===== src/rtl/apple_ctl_if.sv =====
// Occupancy query handshake between the apple placer and the snake body logic.
//   occ_req : query request, held with occ_x/occ_y until answered
//   occ_x   : queried column (7 bits)
//   occ_y   : queried row (6 bits)
//   occ_ack : query answered this cycle
//   occ_hit : queried cell is occupied (meaningful only with occ_ack)
// master: the apple placer; slave: the occupancy responder.
interface apple_ctl_if;
    logic       occ_req;
    logic [6:0] occ_x;
    logic [5:0] occ_y;
    logic       occ_ack;
    logic       occ_hit;

    modport master (output occ_req, occ_x, occ_y, input occ_ack, occ_hit);
    modport slave  (input occ_req, occ_x, occ_y, output occ_ack, occ_hit);
endinterface


===== src/rtl/apple_ctl.sv =====
// Apple placement controller for the snake game.
// Draws pseudo-random candidate cells from a 16-bit LFSR, asks the snake body
// logic whether each in-range candidate is free, and publishes the chosen cell
// only at a frame boundary so the drawn apple never moves mid-frame.
// Ports:
//   pclk, rst        : clock and synchronous active-high reset
//   game_start       : pulse, start (or restart) a game
//   eaten            : pulse, snake head reached the apple
//   frame_tick       : pulse, start of vertical blanking (commit point)
//   occ              : occupancy query handshake (master side)
//   apple_x, apple_y : registered apple cell
//   apple_valid      : apple is displayed
//   busy             : placement in progress (GEN, REQ, COMMIT)
//   place_fail       : one-cycle pulse when the try limit is exhausted
//   apple_cnt        : apples eaten since game_start, saturating at 255
module apple_ctl #(
    parameter int          GRID_W    = 40,
    parameter int          GRID_H    = 30,
    parameter logic [15:0] LFSR_SEED = 16'hACE1,
    parameter logic [7:0]  MAX_TRIES = 8'd64
) (
    input  logic        pclk,
    input  logic        rst,
    input  logic        game_start,
    input  logic        eaten,
    input  logic        frame_tick,
    apple_ctl_if.master occ,
    output logic [6:0]  apple_x,
    output logic [5:0]  apple_y,
    output logic        apple_valid,
    output logic        busy,
    output logic        place_fail,
    output logic [7:0]  apple_cnt
);

    typedef enum logic [2:0] {IDLE, GEN, REQ, COMMIT, PLACED} state_t;

    localparam logic [7:0] GRID_W_L = 8'(GRID_W);
    localparam logic [6:0] GRID_H_L = 7'(GRID_H);

    state_t      state;
    logic [15:0] lfsr;
    logic [7:0]  try_cnt;
    logic        restart_pend;
    logic [6:0]  pend_x;
    logic [5:0]  pend_y;

    logic [6:0]  cx;
    logic [5:0]  cy;
    logic        in_range;
    logic        lfsr_fb;

    assign cx       = lfsr[6:0];
    assign cy       = lfsr[13:8];
    assign in_range = ({1'b0, cx} < GRID_W_L) && ({1'b0, cy} < GRID_H_L);
    assign lfsr_fb  = lfsr[15] ^ lfsr[13] ^ lfsr[12] ^ lfsr[10];

    function automatic logic [7:0] sat_inc(input logic [7:0] v);
        return (v == 8'hFF) ? v : v + 8'd1;
    endfunction

    always_ff @(posedge pclk) begin
        if (rst) begin
            state        <= IDLE;
            lfsr         <= LFSR_SEED;
            try_cnt      <= 8'd0;
            restart_pend <= 1'b0;
            apple_x      <= 7'd0;
            apple_y      <= 6'd0;
            apple_valid  <= 1'b0;
            busy         <= 1'b0;
            place_fail   <= 1'b0;
            apple_cnt    <= 8'd0;
            occ.occ_req  <= 1'b0;
            occ.occ_x    <= 7'd0;
            occ.occ_y    <= 6'd0;
        end else begin
            place_fail <= 1'b0;

            // The LFSR only steps while a candidate is being drawn, so the
            // candidate sequence depends on placement history alone.
            if (state == GEN)
                lfsr <= {lfsr[14:0], lfsr_fb};

            // Outside REQ a start restarts immediately; inside REQ the
            // outstanding query must finish first, so it is only remembered.
            if (game_start && state != REQ) begin
                try_cnt     <= 8'd0;
                apple_cnt   <= 8'd0;
                apple_valid <= 1'b0;
                busy        <= 1'b1;
                state       <= GEN;
            end else begin
                case (state)
                    IDLE: ;
                    GEN: begin
                        // Out-of-range candidates are dropped without a query.
                        if (in_range) begin
                            occ.occ_x   <= cx;
                            occ.occ_y   <= cy;
                            occ.occ_req <= 1'b1;
                            try_cnt     <= try_cnt + 8'd1;
                            state       <= REQ;
                        end
                    end
                    REQ: begin
                        if (occ.occ_ack) begin
                            occ.occ_req <= 1'b0;
                            if (restart_pend || game_start) begin
                                // Answer is stale once a restart is pending.
                                restart_pend <= 1'b0;
                                try_cnt      <= 8'd0;
                                apple_cnt    <= 8'd0;
                                apple_valid  <= 1'b0;
                                state        <= GEN;
                            end else if (!occ.occ_hit) begin
                                pend_x <= occ.occ_x;
                                pend_y <= occ.occ_y;
                                state  <= COMMIT;
                            end else if (try_cnt < MAX_TRIES) begin
                                state <= GEN;
                            end else begin
                                place_fail  <= 1'b1;
                                apple_valid <= 1'b0;
                                busy        <= 1'b0;
                                state       <= IDLE;
                            end
                        end else if (game_start) begin
                            restart_pend <= 1'b1;
                        end
                    end
                    COMMIT: begin
                        if (frame_tick) begin
                            apple_x     <= pend_x;
                            apple_y     <= pend_y;
                            apple_valid <= 1'b1;
                            busy        <= 1'b0;
                            state       <= PLACED;
                        end
                    end
                    PLACED: begin
                        // eaten wins over a coincident frame_tick.
                        if (eaten) begin
                            apple_valid <= 1'b0;
                            apple_cnt   <= sat_inc(apple_cnt);
                            try_cnt     <= 8'd0;
                            busy        <= 1'b1;
                            state       <= GEN;
                        end
                    end
                    default: begin
                        busy  <= 1'b0;
                        state <= IDLE;
                    end
                endcase
            end
        end
    end

endmodule

===== src/flat_wrapper.sv =====
// flat-port wrapper written by rule: the top's interface ports become plain ports
module apple_ctl_flat 
#(
    parameter int          GRID_W    = 40,
    parameter int          GRID_H    = 30,
    parameter logic [15:0] LFSR_SEED = 16'hACE1,
    parameter logic [7:0]  MAX_TRIES = 8'd64
)
  (pclk, rst, game_start, eaten, frame_tick, apple_x, apple_y, apple_valid, busy, place_fail, apple_cnt, occ_occ_req, occ_occ_x, occ_occ_y, occ_occ_ack, occ_occ_hit);
  apple_ctl_if occ_i ();
  input  logic pclk;
  input  logic rst;
  input  logic game_start;
  input  logic eaten;
  input  logic frame_tick;
  output logic [6:0] apple_x;
  output logic [5:0] apple_y;
  output logic apple_valid;
  output logic busy;
  output logic place_fail;
  output logic [7:0] apple_cnt;
  output wire logic [$bits(occ_i.occ_req)-1:0] occ_occ_req;
  output wire logic [$bits(occ_i.occ_x)-1:0] occ_occ_x;
  output wire logic [$bits(occ_i.occ_y)-1:0] occ_occ_y;
  input wire logic [$bits(occ_i.occ_ack)-1:0] occ_occ_ack;
  input wire logic [$bits(occ_i.occ_hit)-1:0] occ_occ_hit;
  assign occ_occ_req = occ_i.occ_req;
  assign occ_occ_x = occ_i.occ_x;
  assign occ_occ_y = occ_i.occ_y;
  assign occ_i.occ_ack = occ_occ_ack;
  assign occ_i.occ_hit = occ_occ_hit;
  apple_ctl #(.GRID_W(GRID_W), .GRID_H(GRID_H), .LFSR_SEED(LFSR_SEED), .MAX_TRIES(MAX_TRIES)) u_core (.pclk(pclk), .rst(rst), .game_start(game_start), .eaten(eaten), .frame_tick(frame_tick), .occ(occ_i), .apple_x(apple_x), .apple_y(apple_y), .apple_valid(apple_valid), .busy(busy), .place_fail(place_fail), .apple_cnt(apple_cnt));
endmodule

===== config.mk =====
export PLATFORM = sky130hd
export DESIGN_NAME = apple_ctl_flat
export DESIGN_NICKNAME = d
export VERILOG_FILES = /design/src/rtl/apple_ctl_if.sv /design/src/rtl/apple_ctl.sv /design/src/flat_wrapper.sv
export SDC_FILE = /design/constraint.sdc
export NUM_CORES = 1
export LEC_CHECK = 0
export BUFFER_PORTS_ARGS = -buffer_cell sky130_fd_sc_hd__buf_2
export CAP_MARGIN = 20
export CORE_ASPECT_RATIO = 0.5
export CORE_MARGIN = 5
export CORE_UTILIZATION = 55
export CTS_CLUSTER_DIAMETER = 120
export DETAILED_ROUTE_END_ITERATION = 10
export GPL_TIMING_DRIVEN = 0
export PLACE_DENSITY = 0.79
export SLEW_MARGIN = 0
export SYNTH_ARGS = -nofsm -noshare
export SYNTH_HDL_FRONTEND = slang
export SYNTH_SLANG_ARGS = --single-unit
export TNS_END_PERCENT = 20

===== constraint.sdc =====
create_clock -name pclk -period 8.1 [get_ports pclk]
set_input_delay 1.62 -clock pclk [delete_from_list [all_inputs] [get_ports pclk]]
set_output_delay 1.62 -clock pclk [all_outputs]
set_load 0.005 [all_outputs]

## Yosys cells after proc, flatten, opt, wreduce, memory -nomap -nowiden

Index checks and enable logic that the tools add are counted.

- $add $sub $neg: 2
- Magnitude comparators: 3
- Equal/unequal tests: 24
- Multiplexer cells: 37
- Bitwise gates (word level): 10
- Reduce and logical (&&, ||, !) cells: 23

Operator list:

| kind | number |
|---|---|
| 8-bit two-way mux | 6 |
| 3-bit by 2-bit != test with 1-bit output, second input constant | 10 |
| 8-bit case mux with 3 select lines | 1 |
| 5-bit AND reduction | 4 |
| 1-bit two-way mux | 19 |
| 3-bit two-way mux | 6 |
| 8-bit by 1-bit adder with 8-bit output, second input constant | 2 |
| 8-bit case mux with 2 select lines | 1 |
| 3-bit case mux with 5 select lines | 1 |
| 6-bit AND reduction | 2 |
| 2-bit by 1-bit != test with 1-bit output, second input constant | 5 |
| 8-bit equality test, second input constant | 1 |
| 8-bit by 7-bit < comparator with 1-bit output, second input constant | 1 |
| 2-bit != test, second input constant | 4 |
| 4-bit AND reduction | 2 |
| 7-bit by 6-bit < comparator with 1-bit output, second input constant | 1 |
| 1-bit inverter | 7 |
| 7-bit AND reduction | 1 |
| 3-bit by 2-bit equality test with 1-bit output, second input constant | 2 |
| 6-bit by 5-bit < comparator with 1-bit output, second input constant | 1 |
| 3-bit AND reduction | 2 |
| 2-bit nonzero test | 3 |
| 3-bit nonzero test | 2 |
| 6-bit OR reduction | 1 |
| 10 further kinds | 14 |

- Bits in registers: 79
- Input bits: 7
- Output and inout port bits: 38
- Logic and storage cells: 115

## Longest topological paths before layout

Gate-level depths: netlist of run 1.

- Depth in word-level cells: 7
- Gate-level depth with buffers: 7

## Worst setup path after synthesis of run 1

OpenSTA, ideal clock, no wires.

- Kind: in2reg
- From: input game_start
- To: register u_core.pend_x[0] (enable)
- Library setup time: 422 ps
- Data arrival time: 3459 ps
- Data required time: 7678 ps
- Path slack: 4219 ps
- Stages on the path: 3
- Buffers on the path: 1
- Path through: clkbuf_1 a21o_1 nor4b_1

- Cells in the longest elaborated chain, start to end: 3
- Elaborated cells between the ends (all ways): 5
- Those cells by class: bitwise: 2; reduce/logical: 3

RTL lines:

| item | RTL line | RTL |
|---|---|---|
| start, declared | flat_wrapper.sv:13 | `input logic game_start;` |
| 1-bit logical OR / 1-bit logical AND (equally long branches) | apple_ctl.sv:109, apple_ctl.sv:87 |  |
| 1-bit inverter (no line) | - |  |
| 6-bit AND reduction (no line) (*) | - |  |
| end signal, assigned | apple_ctl.sv:117 | `pend_x <= occ.occ_x;` |
| end, declared | apple_ctl.sv:45 | `logic [6:0] pend_x;` |

Every way passes the cells marked *; elsewhere a longest branch is shown, timed or not.
A chain may end at the register's enable or synchronous reset.

## Final worst setup path of run 1

- From: input game_start
- To: register u_core.pend_y[4] (enable)

- Cells in the longest elaborated chain, start to end: 3
- Elaborated cells between the ends (all ways): 5
- Those cells by class: bitwise: 2; reduce/logical: 3

RTL lines:

| item | RTL line | RTL |
|---|---|---|
| 1-bit logical OR / 1-bit logical AND (equally long branches) | apple_ctl.sv:109, apple_ctl.sv:87 |  |
| 1-bit inverter (no line) | - |  |
| 6-bit AND reduction (no line) (*) | - |  |
| end signal, assigned | apple_ctl.sv:118 | `pend_y <= occ.occ_y;` |
| end, declared | apple_ctl.sv:46 | `logic [5:0] pend_y;` |

Marked as above.

==> out/results.txt, run 1 <==
Placer Congestion - 0.8785
Post-synth EDFFs - 13
Worst Tran Pin Value - 0.7188 ns
FF-to-FF End - u_core.pend_y[4]
Setup Buffers After CTS - 0
Critical Path Sink Type - register
total negative setup slack - 0 ns
I/O pin total - 45
part of the power in combinational logic - 4.4%
#FFs+latches synth - 79
Post-Synthesis Cells - 357
Clock transition at path regs - 0.06 ns
CTS tree - done
status - finished, final reports clean
VDD IR max - 0.0002092 V
vias in the first global route - 2669
Yosys top cell area share - 41.15%
mapped cell area - 3211 sq um
Power Density - 213.9 nW/um^2
Ys Warns - 0
Crit-path slowest cell - nor4b_2
DIE AREA - 7558 sq um
cts repair resizes - 0
DR pass1 iterations - 4
Post-DP HPWL - 5120 um
internal power - 0.0006343 W
share of layout cells above drive strength 1 - 17.46%
post-route cell area - 3812 sq um
r2r setup slk - 5.83 ns
syn nets - 366
Slowest Stage Delay on Critical Path - 0.54 ns
RSZ-0062 raised after global routing - false
WL final - 6933 um
DR iter-0 viols - 255
kind of critical path - in2reg
Hold Slack - 0.4451 ns
minimum clock period - 2.987 ns
Synth area leaders - dfxtp_1 41%, edfxtp_1 12%, nand2_1 10%
Worst-Skew Late Latency - 0.33 ns
Die Ht - 64.03 um
CTS sink count - 79
GRT Resource Usage Total - 19.64%
Sw Pwr - 0.0001812 W
WP data required - 8.14 ns
crit share post-route - 36.88%
Rel. slew slack - 52.08%
Levels on crit path - 5
antenna fix cells - 0
nets - 422
first-pass GRT wire length - 12120 um
Die X - 118.1 um
Crit path max-delay family - buffers and inverters
post-route ant nets - 0
initial core utilization - 57.71%
crit path launch - game_start
HP Start - u_core.occ.occ_y[2]
initial antenna violation count - 0
syn_area_per_cell - 8.993 sq um
clock skew - 0.004773 ns
Num CTS Buffers - 9
cell taking the most area after synthesis - dfxtp_1
Area Growth Syn to Fin - 18.75%
WL/cell - 14.12 um
largest fanout on the critical path - 10
ys async rst share - 0%
CTS max path bufs - 2
DR vias/cell - 5.546
most used flip-flop cell after synthesis - dfxtp_1
maximum clock frequency - 334.8 MHz
cts hold-fix bufs - 0
CP cell instances - buf_2 -> clkbuf_1 -> a21o_1 -> nor4b_2 -> buf_4
Worst Reg-to-Reg Cells - 6
Hold Violations, Final - 0
max-slew violation count - 0
Leak - 1.446 nW
Critical Path AT - 3.02 ns
H-tree lvl count - 3
Hold Crit Class - reg2reg
Setup crit start kind - input port
Post-synth top cells - 89 x nand2_1, 66 x dfxtp_1, 49 x a21oi_1
placed instance area - 3536 sq um
Seq pwr share - 50.4%
CTS Root Cell - clkbuf_16
most numerous cell in the Yosys netlist - nand2_1
Critical R2R Launch - u_core.state[2]
Worst Path Buf+Inv - 3
critical path endpoint - u_core.pend_y[4]
core box area - 5563 sq um
Sw Ratio - 22.22%
max_cap viols - 0
Seq/Total Area, Yosys - 53.31%
setup violators final - 0
via count - 2723
grt ovf - 0
row cnt - 19
buffers added on ports - 44
Clock power frac - 45.2%
drt drc - 0
largest net degree at the start of global routing - 15
Distinct cells, synth - 54
[placed cells by master, fill, tap and decap left out, types with 3 or more instances in the layout]
cell and n:
o21ai_1 6, nand3b_1 9, a21oi_1 49, nor3_1 4, buf_4 3, nand3_1 3, edfxtp_1 13, xnor2_1 6
nand2_1 89, o21ai_0 4, a31oi_1 7, clkbuf_16 9, buf_2 47, nand4_1 3, dfxtp_1 66, clkbuf_1 16
and3_1 5, nand2b_1 5, nor2_1 19, a311oi_1 5
[logic make-up (layout without fill, tap and decap cells)]
group	Yosys count	after routing	share of synthesized area, %
flip-flops	79	79	53.31
adder cells (fa/ha/maj)	2	2	0.7793
XOR/XNOR	6	6	1.637
multiplexers	1	1	0.3118
AND/OR/NAND/NOR	158	158	24.08
AO/OA/AOI/OAI	89	89	16.95
buffers and inverters	22	83	2.923
[worst min path at each step]
stage                  endpoint  slack [ns]  cells past startpoint
2_1_floorplan    u_core.lfsr[8]        0.43                      2
3_3_place_gp   u_core.pend_y[5]        0.42                      0
3_5_place_dp   u_core.pend_y[2]        0.44                      0
4_1_cts        u_core.pend_y[2]        0.45                      0
5_1_grt        u_core.pend_x[1]        0.47                      0
6_report       u_core.pend_y[2]        0.45                      0
[final cells by class]
type	count	area, sq um
Buffer	20	86.33
Clock buffer	11	242.7
Clock inverter	5	33.78
Fill cell	445	1750
Inverter	2	7.507
Multi-Input combinational cell	256	1411
Sequential cell	79	1712
Tap cell	73	91.34
Timing Repair Buffer	45	227.7
[state kept, by name, indices dropped and copies added, names as in the netlist]
name / count
u_core.occ.occ_req: 1
u_core.apple_x: 7
u_core.lfsr: 16
u_core.state: 3
u_core.restart_pend: 1
u_core.place_fail: 1
u_core.occ.occ_x: 7
u_core.apple_y: 6
u_core.pend_x: 7
u_core.apple_cnt: 8
u_core.pend_y: 6
u_core.busy: 1
u_core.try_cnt: 8
u_core.apple_valid: 1
u_core.occ.occ_y: 6
[per-stage QoR]
step / power (W) / instances / utilization [%] / setup WS [ns]
global placement: 0.0004539 / 474 / 63.32 / 3.447
finish: 0.0008155 / 491 / 68.53 / 5.113
floorplan: 0.0004439 / 357 / - / 4.219
detailed placement: 0.0004556 / 475 / 63.56 / 4.744
CTS: 0.0008254 / 491 / 68.53 / 5.103
global route: 0.0008555 / 491 / 68.53 / 4.988
[power by group through the flow]
stage | Sequential (W) | Combinational, W | Clock [W]
floorplan | 0.000418 | 0.0000259 | 0
global placement | 0.000419 | 0.0000349 | 0
detailed placement | 0.000419 | 0.0000362 | 0
CTS | 0.000411 | 0.0000363 | 0.000378
global route | 0.000412 | 0.0000404 | 0.000403
finish | 0.000411 | 0.0000361 | 0.000368
[per-layer routing]
metal	up-vias	wire [um]	track usage, %
met5	-	0	0
met2	72	3185	31.34
met3	9	502	9.339
met4	0	48	5.866
li1	1369	-	-
met1	1273	3197	23.95
Power figures use the tool's default switching activity.
==> inputs of run 2 (changes only) <==
--- a/config.mk
+++ b/config.mk
@@ -5,6 +5,7 @@
 export SDC_FILE = /design/constraint.sdc
 export NUM_CORES = 1
 export LEC_CHECK = 0
+export ABC_AREA = 1
 export BUFFER_PORTS_ARGS = -buffer_cell sky130_fd_sc_hd__buf_2
 export CAP_MARGIN = 20
 export CORE_ASPECT_RATIO = 0.5
==> constraint.sdc (replaced) <==
create_clock -name pclk -period 3.1 [get_ports pclk]
set_input_delay 0.62 -clock pclk [delete_from_list [all_inputs] [get_ports pclk]]
set_output_delay 0.62 -clock pclk [all_outputs]
set_load 0.005 [all_outputs]
==> out/results.txt, run 2 <==
max reg flops - 16 (unchanged)
commonest non-fill, non-tap cell in the layout - nand2_1
Yosys top cell area share - 38.40% (-2.8 points)
Critical Path Sink Type - register
DIE AREA - 8034 sq um (+6.3%)
kind of critical path - in2reg
Placer Congestion - 0.8626 (-1.8%)
Post-DP HPWL - 5194 um (+1.4%)
Die Ht - 65.93 um (+3.0%)
CTS Root Cell - clkbuf_16
maximum clock frequency - 530.4 MHz
max_cap viols - 0 (unchanged)
WL/cell - 12.51 um (-11%)
cts repair resizes - 0 (unchanged)
row cnt - 20 (+1)
Distinct cells, synth - 28 (-48%)
WL final - 7456 um (+7.5%)
nets - 512 (+21%)
H-tree lvl count - 3 (unchanged)
Pwr Total - 0.002393 W (+190%)
Die X - 121.9 um (+3.2%)
CTS max path bufs - 2 (unchanged)
mux cell area share after synthesis - 0% (-0.31 points)
crit share post-route - 60.82%
Critical Path AT - 1.93 ns (-1.09 ns)
ys async rst share - 0% (unchanged)
Post-Synthesis Cells - 447 (+25%)
CTS tree - done
combinational family with the most area after synthesis - simple AND/OR/NAND/NOR gates
RSZ-0062 raised after global routing - false
initial core utilization - 56.58% (-1.1 points)
drt drc - 0 (unchanged)
cell taking the most area after synthesis - dfxtp_1
most frequent cells in the layout - 82 x nand2_1, 74 x nor2_1, 66 x dfxtp_1
largest fanout on the critical path - 13 (+3)
post-route ant nets - 0 (unchanged)
Num CTS Buffers - 9 (unchanged)
GRT Resource Usage Total - 20.35% (+0.72 points)
largest registers - u_core.lfsr (16), u_core.apple_cnt (8), u_core.try_cnt (8)
setup violators final - 0 (unchanged)
DR iter-0 viols - 226 (-11%)
antenna fix cells - 0 (unchanged)
CP cell instances - buf_2 -> nor2_1 -> nand3_1 -> or2_2 -> nor3_2 -> buf_6
Clock transition at path regs - 0.06 ns (about the same)
Worst-Skew Late Latency - 0.34 ns (about the same)
Setup Buffers After CTS - 0 (unchanged)
Hold Violations, Final - 0 (unchanged)
Rel. slew slack - 67.14% (+15 points)
mapped cell area - 3441 sq um (+7.2%)
syn_area_per_cell - 7.698 sq um (-14%)
first-pass GRT wire length - 12770 um (+5.3%)
vias in the first global route - 2745 (+2.8%)
most numerous cell in the Yosys netlist - nand2_1
Biggest register - u_core.lfsr
syn nets - 456 (+25%)
Hold Crit Class - reg2reg
Post-synth EDFFs - 13 (unchanged)
synthesized-area fraction occupied by adder cells - 0.7273% (-0.052 points)
DR pass1 iterations - 4 (unchanged)
minimum clock period - 1.885 ns
initial antenna violation count - 0 (unchanged)
grt ovf - 0 (unchanged)
Crit-path slowest cell - or2_2
#FFs+latches synth - 79 (unchanged)
pre-CTS setup slack - 0.9153 ns (-3.829 ns)
WP data required - 3.14 ns (-5.00 ns)
via count - 3019 (+11%)
cts hold-fix bufs - 0 (unchanged)
Synth area leaders - dfxtp_1 38%, edfxtp_1 11%, nand2_1 8.9%
Leak - 1.764 nW (+22%)
Ys Warns - 0 (unchanged)
clock skew - 0.003396 ns (-0.001377 ns)
XOR/XNOR Fraction of Synth Area - 0.7636% (-0.87 points)
Power Density - 584.4 nW/um^2 (+170%)
final setup margin - 1.215 ns (-3.898 ns)
I/O pin total - 45 (unchanged)
Post-synth top cells - 82 x nand2_1, 74 x nor2_1, 66 x dfxtp_1
VDD IR max - 0.0005213 V (+150%)
max-slew violation count - 0 (unchanged)
CTS sink count - 79 (unchanged)
largest net degree at the start of global routing - 15 (unchanged)
Slowest Stage Delay on Critical Path - 0.34 ns (-0.20 ns)
Worst Path Buf+Inv - 2 (-1)
buffers added on ports - 44 (unchanged)
Seq/Total Area, Yosys - 49.75% (-3.6 points)
Synth Area in Compound Gates - 10.91% (-6.0 points)
DR vias/cell - 5.065 (-8.7%)
status - finished, final reports clean
share of layout cells above drive strength 1 - 18.31% (+0.84 points)
Simple-Gate Fraction of Synth Area - 29.89% (+5.8 points)
Setup crit start kind - input port
Hold Slack - 0.4633 ns (+0.01818 ns)
core box area - 6081 sq um (+9.3%)
Area Growth Syn to Fin - 19.02%
Crit path max-delay family - simple AND/OR/NAND/NOR gates
most used flip-flop cell after synthesis - dfxtp_1
Worst Tran Pin Value - 0.4929 ns (-0.2259 ns)
[run 2: cell count changes in the layout (fill, tap and decap cells not counted), moves of 6 or more]
cell | before | now
nand2_1 | 89 | 82
xnor2_1 | 6 | 0
nand3_1 | 3 | 49
a21oi_1 | 49 | 39
nor2_2 | 0 | 6
buf_6 | 0 | 7
inv_1 | 2 | 37
nor2_1 | 19 | 74
o21ai_1 | 6 | 0
o21ai_0 | 4 | 28
clkbuf_1 | 16 | 6
a31oi_1 | 7 | 1
[run 2: power breakdown]
part / internal, W / leakage, nW / total (W) / switching (W)
Combinational: 0.0000746 / 0.974 / 0.000216 / 0.000141
Sequential: 0.00107 / 0.635 / 0.00110 / 0.0000288
Clock: 0.000650 / 0.154 / 0.00107 / 0.000424
[run 2: layer usage]
metal  vias up  routed length (um)  global-route usage (%)
li1       1573                   -                       -
met1      1363                3496                   25.47
met2        73                3437                   32.76
met3        10                 435                   6.667
met4         0                  86                   8.240
met5         -                   0                       0
[run 2: final cells by class]
cell class	count	area, sq um
Buffer	18	120.1
Clock buffer	10	239.0
Clock inverter	6	68.82
Fill cell	503	1986
Inverter	41	153.9
Multi-Input combinational cell	309	1460
Sequential cell	79	1712
Tap cell	88	110.1
Timing Repair Buffer	45	231.5
[run 2: cells by family after synthesis]
logic type                 Yosys count
DFF                                 79
xor gates and xnor gates             3
AOI/OAI and AO/OA                   72
and+or+nand+nor                    232
adders and majority gates            2
buffers and inverters               59
[run 2: worst min-delay path: stages, from the launching register on]
cell     delay [ns]
dfxtp_1        0.32
a31oi_1        0.04
nor2_1         0.07
[run 2: worst paths after layout]
path	start	end	slack [ns]	cells after the start
worst max-delay path	game_start	u_core.pend_y[1]	1.21	6
worst min-delay path	u_core.apple_valid	u_core.apple_valid	0.46	2
worst max register to register	u_core.state[2]	u_core.pend_y[1]	1.24	7
worst min register to register	u_core.apple_valid	u_core.apple_valid	0.46	2
[run 2: per-stage QoR]
step | setup TNS, ns | instance area (sq um) | util (%) | std cells
5_1_grt | 0 | 4095 | 67.35 | 596
4_1_cts | 0 | 4095 | 67.35 | 596
2_1_floorplan | 0 | 3441 | - | 447
3_5_place_dp | 0 | 3787 | 62.28 | 580
3_3_place_gp | -2.261 | 3771 | 62.02 | 579
6_report | 0 | 4095 | 67.35 | 596
==> inputs of run 3 (changes only) <==
--- a/config.mk
+++ b/config.mk
@@ -10,11 +10,11 @@
 export CAP_MARGIN = 20
 export CORE_ASPECT_RATIO = 0.5
 export CORE_MARGIN = 5
-export CORE_UTILIZATION = 55
+export CORE_UTILIZATION = 51
 export CTS_CLUSTER_DIAMETER = 120
 export DETAILED_ROUTE_END_ITERATION = 10
 export GPL_TIMING_DRIVEN = 0
-export PLACE_DENSITY = 0.79
+export PLACE_DENSITY = 0.77
 export SLEW_MARGIN = 0
 export SYNTH_ARGS = -nofsm -noshare
 export SYNTH_HDL_FRONTEND = slang
==> constraint.sdc (replaced) <==
create_clock -name pclk -period 1.62 [get_ports pclk]
set_input_delay 0.324 -clock pclk [delete_from_list [all_inputs] [get_ports pclk]]
set_output_delay 0.324 -clock pclk [all_outputs]
set_load 0.005 [all_outputs]
==> out/results.txt, run 3 (synthesized netlist as in run 2, its figures left out) <==
drt drc - 0 (unchanged)
I/O pin total - 45 (unchanged)
share of layout cells above drive strength 1 - 23.03% (+4.7 points)
nets - 525 (+2.5%)
FF-to-FF End - u_core.pend_x[2]
WL final - 8178 um (+9.7%)
Critical Path Sink Type - register
Pwr Total - 0.004445 W (+86%)
Clock transition at path regs - 0.06 ns (about the same)
max-slew violation count - 0 (unchanged)
Critical R2R Launch - u_core.state[0]
largest fanout on the critical path - 6 (-7)
largest net degree at the start of global routing - 15 (unchanged)
DR pass1 iterations - 4 (unchanged)
r2r setup slk - -0.05 ns (-1.29 ns)
Die X - 126.2 um (+3.5%)
CTS max path bufs - 2 (unchanged)
Worst-Skew Late Latency - 0.34 ns (about the same)
minimum clock period - 1.669 ns
GRT Resource Usage Total - 19.15% (-1.2 points)
Hold Crit Class - in2reg
pre-CTS setup slack - -0.4096 ns (-1.325 ns)
grt ovf - 0 (unchanged)
via count - 3139 (+4.0%)
maximum clock frequency - 599.2 MHz
DIE AREA - 8589 sq um (+6.9%)
RSZ-0062 raised after global routing - true
CTS Root Cell - clkbuf_16
initial antenna violation count - 0 (unchanged)
CTS sink count - 79 (unchanged)
cts hold-fix bufs - 0 (unchanged)
max_cap viols - 0 (unchanged)
first-pass GRT wire length - 12970 um (+1.6%)
H-tree lvl count - 3 (unchanged)
Power Density - 1033 nW/um^2 (+77%)
VDD IR max - 0.0007017 V (+35%)
Hold Violations, Final - 0 (unchanged)
WP data required - 1.68 ns (-1.46 ns)
Worst Reg-to-Reg Cells - 8 (+1)
antenna fix cells - 0 (unchanged)
Slowest Stage Delay on Critical Path - 0.37 ns (+0.03 ns)
core box area - 6621 sq um (+8.9%)
placed instance area - 3812 sq um (+0.66%)
CTS tree - done
Worst Tran Pin Value - 0.4856 ns (-0.007275 ns)
WL/cell - 13.34 um (+6.6%)
Rel. slew slack - 67.62% (+0.49 points)
max reg flops - 16 (unchanged)
Area Growth Syn to Fin - 25.05%
buffers added on ports - 44 (unchanged)
crit share post-route - 103.0%
initial core utilization - 51.97% (-4.6 points)
Biggest register - u_core.lfsr
hold path endpoint - u_core.state[2]
post-route ant nets - 0 (unchanged)
most frequent cells in the layout - 80 x nand2_1, 70 x nor2_1, 60 x dfxtp_1
Crit path max-delay family - simple AND/OR/NAND/NOR gates
Critical Path AT - 1.73 ns (-0.20 ns)
fillers - 576 (+15%)
clock skew - 0.006350 ns (+0.002954 ns)
Setup crit start kind - register
final setup margin - -0.04888 ns (-1.264 ns)
Placer Congestion - 0.8757 (+1.5%)
Die Ht - 68.08 um (+3.3%)
Hold Path Depth - 3 (+1)
status - complete, but fails checks
setup violators final - 13 (+13)
HP Start - frame_tick
Num CTS Buffers - 9 (unchanged)
kind of critical path - reg2reg
CP cell instances - nor2_4 -> nand2_4 -> nand2_4 -> nand2_1 -> buf_6 -> nor3_4 -> buf_6 -> buf_16
failing checks - setup timing
Post-DP HPWL - 5320 um (+2.4%)
commonest non-fill, non-tap cell in the layout - nand2_1
DR vias/cell - 5.121 (+1.1%)
Leak - 1.842 nW (+4.4%)
DR iter-0 viols - 292 (+29%)
vias in the first global route - 2782 (+1.3%)
Worst Path Buf+Inv - 3 (+1)
row cnt - 21 (+5.0%)
largest registers - u_core.lfsr (16), u_core.apple_cnt (8), u_core.try_cnt (8)
post-route cell area - 4303 sq um (+5.1%)
Crit-path slowest cell - dfxtp_4
-- run 3: changes by cell type in the layout (fill, tap and decap cells not counted), sizes merged --
cell      change
bufinv        -1
clkinv        -2
inv           +1
clkinvlp      +2
buf          +13
-- run 3: worst max path at each step --
stage,slack (ns),startpoint,end,cells after the start
final,-0.05,u_core.state[0],u_core.pend_x[2],8
after global routing,-0.11,u_core.state[0],u_core.pend_x[0],8
after CTS,-0.005,u_core.state[2],u_core.pend_x[1],8
after detailed placement,-0.41,game_start,u_core.pend_y[3],5
after global placement,-0.35,game_start,u_core.pend_y[2],5
after floorplan,-0.01,u_core.state[0],u_core.pend_x[0],4
-- run 3: cell type report --
cell class | instances | area, sq um | share of cell area, %
clock inverters | 6 | 45.04 | 1.047
clock buffers | 10 | 229.0 | 5.321
inverters | 41 | 153.9 | 3.577
multi-input cells | 309 | 1530 | 35.56
plain buffers | 18 | 132.6 | 3.082
repair buffers | 58 | 372.9 | 8.665
flip-flops and latches | 79 | 1724 | 40.07
well taps | 92 | 115.1 | 2.675
-- run 3: timing repair --
item                                    4_1_cts  5_1_grt
cloned                                        1        1
pin swaps                                     3        6
endpoints found under the setup margin       14       58
setup buffers                                 4        8
gates resized for setup                       4       25
-- run 3: worst reg2reg max path: cells and delay by family, from the launching register on --
family,cells,cell delay (ns)
buf+inv,3,0.40
flops,1,0.37
simple gates,5,0.62
-- run 3: power breakdown --
| part | switching, W | total, W | internal [W] | leakage [nW] |
|---|---|---|---|---|
| clock network | 0.000820 | 0.00187 | 0.00105 | 0.127 |
| registers | 0.0000562 | 0.00211 | 0.00206 | 0.638 |
| logic | 0.000298 | 0.000469 | 0.000170 | 1.08 |
| total | 0.00117 | 0.00445 | 0.00327 | 1.84 |
-- run 3: stage by stage --
step	std cells	hold slack (ns)	utilization [%]	TNS (ns)
floorplan	447	0.4368	-	-0.1884
global placement	583	0.4453	57.58	-4.490
CTS	604	0.2818	62.89	-0.02877
detailed placement	583	0.4420	57.58	-5.314
finish	613	0.3051	64.98	-0.5164
global route	613	0.2963	64.98	-1.494
-- run 3: per-layer routing --
metal / vias up / part of all wire, % / track usage [%]
met5: - / 0 / 0
met4: 0 / 1.8 / 7.754
met3: 15 / 4.6 / 6.002
met2: 69 / 48 / 32.94
met1: 1462 / 46 / 22.91
li1: 1593 / - / -
